[config.mk]
export PLATFORM = sky130hd
export DESIGN_NAME = core_sequencer
export DESIGN_NICKNAME = d
export VERILOG_FILES = /design/src/rtl/core_sequencer.sv
export SDC_FILE = /design/constraint.sdc
export NUM_CORES = 1
export LEC_CHECK = 0
export ABC_CLOCK_PERIOD_IN_PS = 2300
export BUFFER_PORTS_ARGS = -buffer_cell sky130_fd_sc_hd__buf_4
export CAP_MARGIN = 20
export CORE_AREA = 2 2 99 101
export DETAILED_ROUTE_END_ITERATION = 8
export DIE_AREA = 0 0 101 103
export PLACE_DENSITY = 0.66
export SETUP_SLACK_MARGIN = 0.1
export SLEW_MARGIN = 30
export SYNTH_ARGS = -nofsm -noshare
export SYNTH_HDL_FRONTEND = slang
export SYNTH_SLANG_ARGS = --single-unit
[constraint.sdc]
create_clock -name clk -period 2.3 [get_ports clk]
set_input_delay 0.115 -clock clk [delete_from_list [all_inputs] [get_ports clk]]
set_output_delay 0.115 -clock clk [all_outputs]
set_load 0.03 [all_outputs]
[src/rtl/core_sequencer.sv]
// core_sequencer: fetch/decode/execute/writeback control FSM with fetch timeout and halt-on-fault.
// Optional performance counters (retired_cnt, cycle_cnt) are built when SEQ_PERF_CNT_EN is defined.
module core_sequencer #(
  parameter logic [31:0] RESET_PC      = 32'h0000_0000,
  parameter int          FETCH_TIMEOUT = 16
) (
  input  logic        clk,
  input  logic        rst,
  output logic        imem_req,
  output logic [31:0] imem_addr,
  input  logic        imem_ack,
  input  logic [31:0] imem_rdata,
  output logic [31:0] instr,
  input  logic        dec_we,
  output logic        rf_we,
  input  logic        stall,
  output logic [31:0] pc,
`ifdef SEQ_PERF_CNT_EN
  output logic [31:0] retired_cnt,
  output logic [31:0] cycle_cnt,
`endif
  output logic        halted,
  output logic [1:0]  fault
);
  typedef enum logic [2:0] {IDLE, FETCH, DECODE, EXECUTE, WRITEBACK, HALT} state_t;
  localparam logic [6:0] OP_RTYPE = 7'b0110011;
  state_t      state_q, state_d;
  logic [31:0] pc_q, pc_d, instr_q, instr_d;
  logic [7:0]  wait_q, wait_d;
  logic [1:0]  fault_q, fault_d;
  logic        imem_req_q, halted_q;
`ifdef SEQ_PERF_CNT_EN
  logic [31:0] retired_q, retired_d, cycle_q, cycle_d;
  always_comb begin
    retired_d = retired_q + 32'(state_q == WRITEBACK);
    cycle_d   = cycle_q + 32'(state_q != HALT);
  end
  assign retired_cnt = retired_q;
  assign cycle_cnt   = cycle_q;
`endif
  always_comb begin
    state_d = state_q;
    pc_d    = pc_q;
    instr_d = instr_q;
    wait_d  = wait_q;
    fault_d = fault_q;
    case (state_q)
      IDLE: begin
        state_d = FETCH;
        wait_d  = '0;
      end
      FETCH:
        if (imem_ack) begin
          instr_d = imem_rdata;
          state_d = DECODE;
        end else if (wait_q == 8'(FETCH_TIMEOUT - 1)) begin
          state_d = HALT;
          fault_d = 2'd2;
        end else
          wait_d = wait_q + 8'd1;
      DECODE: begin
        state_d = (instr_q[6:0] == OP_RTYPE) ? EXECUTE : HALT;
        fault_d = (instr_q[6:0] == OP_RTYPE) ? fault_q : 2'd1;
      end
      EXECUTE: state_d = stall ? EXECUTE : WRITEBACK;
      WRITEBACK: begin
        pc_d    = pc_q + 32'd4;
        state_d = FETCH;
        wait_d  = '0;
      end
      default: ;
    endcase
  end
  always_ff @(posedge clk or posedge rst)
    if (rst) begin
      state_q    <= IDLE;
      pc_q       <= RESET_PC;
      instr_q    <= '0;
      wait_q     <= '0;
      fault_q    <= '0;
      imem_req_q <= 1'b0;
      halted_q   <= 1'b0;
`ifdef SEQ_PERF_CNT_EN
      retired_q  <= '0;
      cycle_q    <= '0;
`endif
    end else begin
      state_q    <= state_d;
      pc_q       <= pc_d;
      instr_q    <= instr_d;
      wait_q     <= wait_d;
      fault_q    <= fault_d;
      imem_req_q <= state_d == FETCH;
      halted_q   <= state_d == HALT;
`ifdef SEQ_PERF_CNT_EN
      retired_q  <= retired_d;
      cycle_q    <= cycle_d;
`endif
    end
  // the write strobe follows the live decoder enable so it tracks dec_we within the writeback cycle
  assign rf_we     = (state_q == WRITEBACK) && dec_we && (instr_q[11:7] != 5'd0);
  assign imem_req  = imem_req_q;
  assign imem_addr = pc_q;
  assign instr     = instr_q;
  assign pc        = pc_q;
  assign halted    = halted_q;
  assign fault     = fault_q;
endmodule

==> metrics.md <==
| Metric | Value |
|---|---|
| Status | finished, final reports clean |
| Slew Limit Headroom | 0.611 |
| TritonCTS Sinks | 77 |
| Worst path cell trace | or3b_4 > nor4_4 > and3_1 > nand4_1 > xnor2_1 |
| Final Hold Vio Count | 0 |
| Post-DRT Antenna Nets | 0 |
| First-pass GRT wire length | 13200 um |
| Core Area | 9460 sq um |
| Critical path's largest stage delay | 470 ps |
| Slew Limit Fails | 0 |
| Leading cell type in the layout, fill and taps excluded | buf_4 |
| Vias in the first global route | 2764 |
| Reg2Reg Depth | 5 |
| Capturing point of the worst reg2reg path | imem_addr[30] |
| Yosys reg bits | 77 |
| Yosys Warn Count | 0 |
| Worst R2R Setup Slack | 250 ps |
| Wirelength, routed | 8270 um |
| Initial antenna violation count | 0 |
| CTS Buf Count | 9 |
| Fin Clk Skew | 9.16 ps |
| Seq/Total Area, Yosys | 0.529 |
| Drt first pass iters | 4 |
| Worst slew pin tran | 578 ps |
| Hpwl dp | 5780 um |
| Avg Inst Size Synth | 11.6 sq um |
| Worst vdd ir | 0.334 mV |
| Synth Instances | 315 |
| Number of synthesized flops with an enable pin | 0 |
| Max Fanout on Critical Path | 10 |
| Most frequent cells in the layout | buf_4 (138), dfrtp_1 (77), mux2_2 (33) |
| Critical path class | reg -> reg |
| Layout cells sized above 1 | 0.425 |
| CTS max path bufs | 2 |
| Fin crit period | 2050 ps |
| Post-synth top flop | dfrtp_1 |
| Nets | 496 |
| Fmax | 488 MHz |
| Cell Count, Final, Fillers Out | 575 |
| Finish-stage setup viols | 0 |
| Gr usage total | 0.163 |
| GPL Wtd Cong | 0.813 |
| Worst path bufs/invs | 0 |
| Vias post-DR | 2795 |
| Critical Path AT | 2270 ps |
| H-tree depth | 3 |
| Setup TNS | 0 ps |
| CTS root buf | clkbuf_8 |
| Worst path slowest cell | dfrtp_1 |
| Floorplan die width | 101 um |
| Layout area overhead | 40.5% |
| Post-Place Cells | 529 |
| Async S/R FF share, synth | 1.00 |
| PwrDens | 565 nW/um^2 |
| Vias per inst | 4.86 |
| Worst R2R Start | state_q[2] |
| Top delay family on crit path | simple AND/OR/NAND/NOR gates |
| Fillers | 810 |
| Setup crit start kind | register |
| Remaining Overflow, GRT | 0 |
| Netlist cell types | 40 |
| Number of diodes | 0 |
| CTS tree | done |
| Synthesized cell area | 3640 sq um |
| Setup crit end | imem_addr[30] |
| Worst-path clk slew | 80 ps |
| Crit path required time | 2520 ps |
| Pin count of the biggest net entering global routing | 37 |
| Endpoint class of the critical path | register |
| Wire per inst | 14.4 um |
| Residual DRC count | 0 |
| Final period utilization | 0.891 |
| WP depth | 5 |
| HP Class | in -> reg |
| Total Power | 2.89 mW |
| Clk_lat worst skew | 340 ps |
| Initial Util | 0.385 |
| Row cnt | 36 |
| Critical path origin | state_q[2] |
| PortBufs | 133 |
| Die area | 10400 sq um |
| RSZ-0062 raised after global routing | false |
| Initial DRC count | 126 |
| Static Leak | 2.59 nW |
| Ports | 138 |
| Max-cap violations | 0 |
| Die Y-Extent | 103 um |
[metrics by stage]
stage          setup WS [ps]  hold WS [ps]  cell area, sq um   util
2_1_floorplan            218           267              3650      -
3_3_place_gp             256           211              4570  0.483
3_5_place_dp             196           214              4570  0.483
4_1_cts                  199          2.69              5090  0.538
5_1_grt                  143          6.17              5110  0.541
6_report                 251          20.0              5110  0.541
[cell usage after synthesis (2+ instances only)]
cell type	n	area share
or3_1	2	0.0034
nor2_1	19	0.020
ha_1	2	0.0069
dfrtp_1	77	0.53
mux2i_1	3	0.0083
nand2_1	19	0.020
nand4_1	13	0.022
or4_1	2	0.0041
xnor2_1	19	0.046
inv_1	12	0.012
nor3_1	5	0.0069
buf_2	4	0.0055
nand4b_1	2	0.0048
nand3_1	13	0.018
o211ai_1	2	0.0041
o21ai_0	5	0.0069
xor2_1	12	0.029
nor3b_1	2	0.0041
and2b_1	2	0.0041
mux2_2	33	0.10
and4_1	2	0.0048
nor4_4	2	0.012
a21oi_1	3	0.0041
o31ai_1	2	0.0041
clkbuf_1	2	0.0021
nor4_1	3	0.0052
and3_1	5	0.0086
buf_4	36	0.074
[cell type report]
cell class	instances	area [sq um]	area share
flip-flops and latches	77	1930	0.377
repair buffers	171	1390	0.271
multi-input cells	186	1380	0.270
well taps	114	143	0.0279
clock buffers	9	124	0.0242
clock inverters	6	111	0.0218
inverters	12	45.0	0.00881
[state kept, by name (all words and copies together) (netlist names)]
name       cells
fault          2
halted         1
imem_addr     30
imem_req       1
instr         32
state_q        3
wait_q         8
[metal layers]
layer	global-route usage	vias up	part of all wire
met3	0.0441	11	0.070
met5	0	-	0
met4	0.0634	0	0.016
li1	-	1327	-
met2	0.271	118	0.48
met1	0.205	1339	0.43
[worst min-delay path by stage]
stage / startpoint / end / cells past startpoint
floorplan: imem_rdata[0] / instr[0] / 1
global placement: rst / instr[1] / 2
detailed placement: rst / instr[1] / 2
CTS: imem_rdata[0] / instr[0] / 2
global route: imem_rdata[0] / instr[0] / 2
finish: imem_rdata[0] / instr[0] / 2
[what timing repair did]
| action | in CTS | in global routing |
|---|---|---|
| endpoints found under the hold margin | 50 | 2 |
| hold buffers | 29 | 2 |
| resized for setup | 0 | 1 |
| buffers inserted | 0 | 0 |
| endpoints found under the setup margin | 0 | 1 |
[power by group]
group | internal, mW | switching [mW]
Combinational | 0.138 | 0.138
Sequential | 1.38 | 0.0189
Clock | 0.717 | 0.494
Total | 2.24 | 0.651
[cell families after synthesis]
kind of cell,share of synthesized area
xor+xnor,0.0746
flops,0.529
compound gates,0.0265
buf+inv,0.0973
mux,0.110
fa+ha+maj,0.00687
simple gates,0.154
other cells,0.00103
No activity file was read; power rests on OpenSTA's default activity.
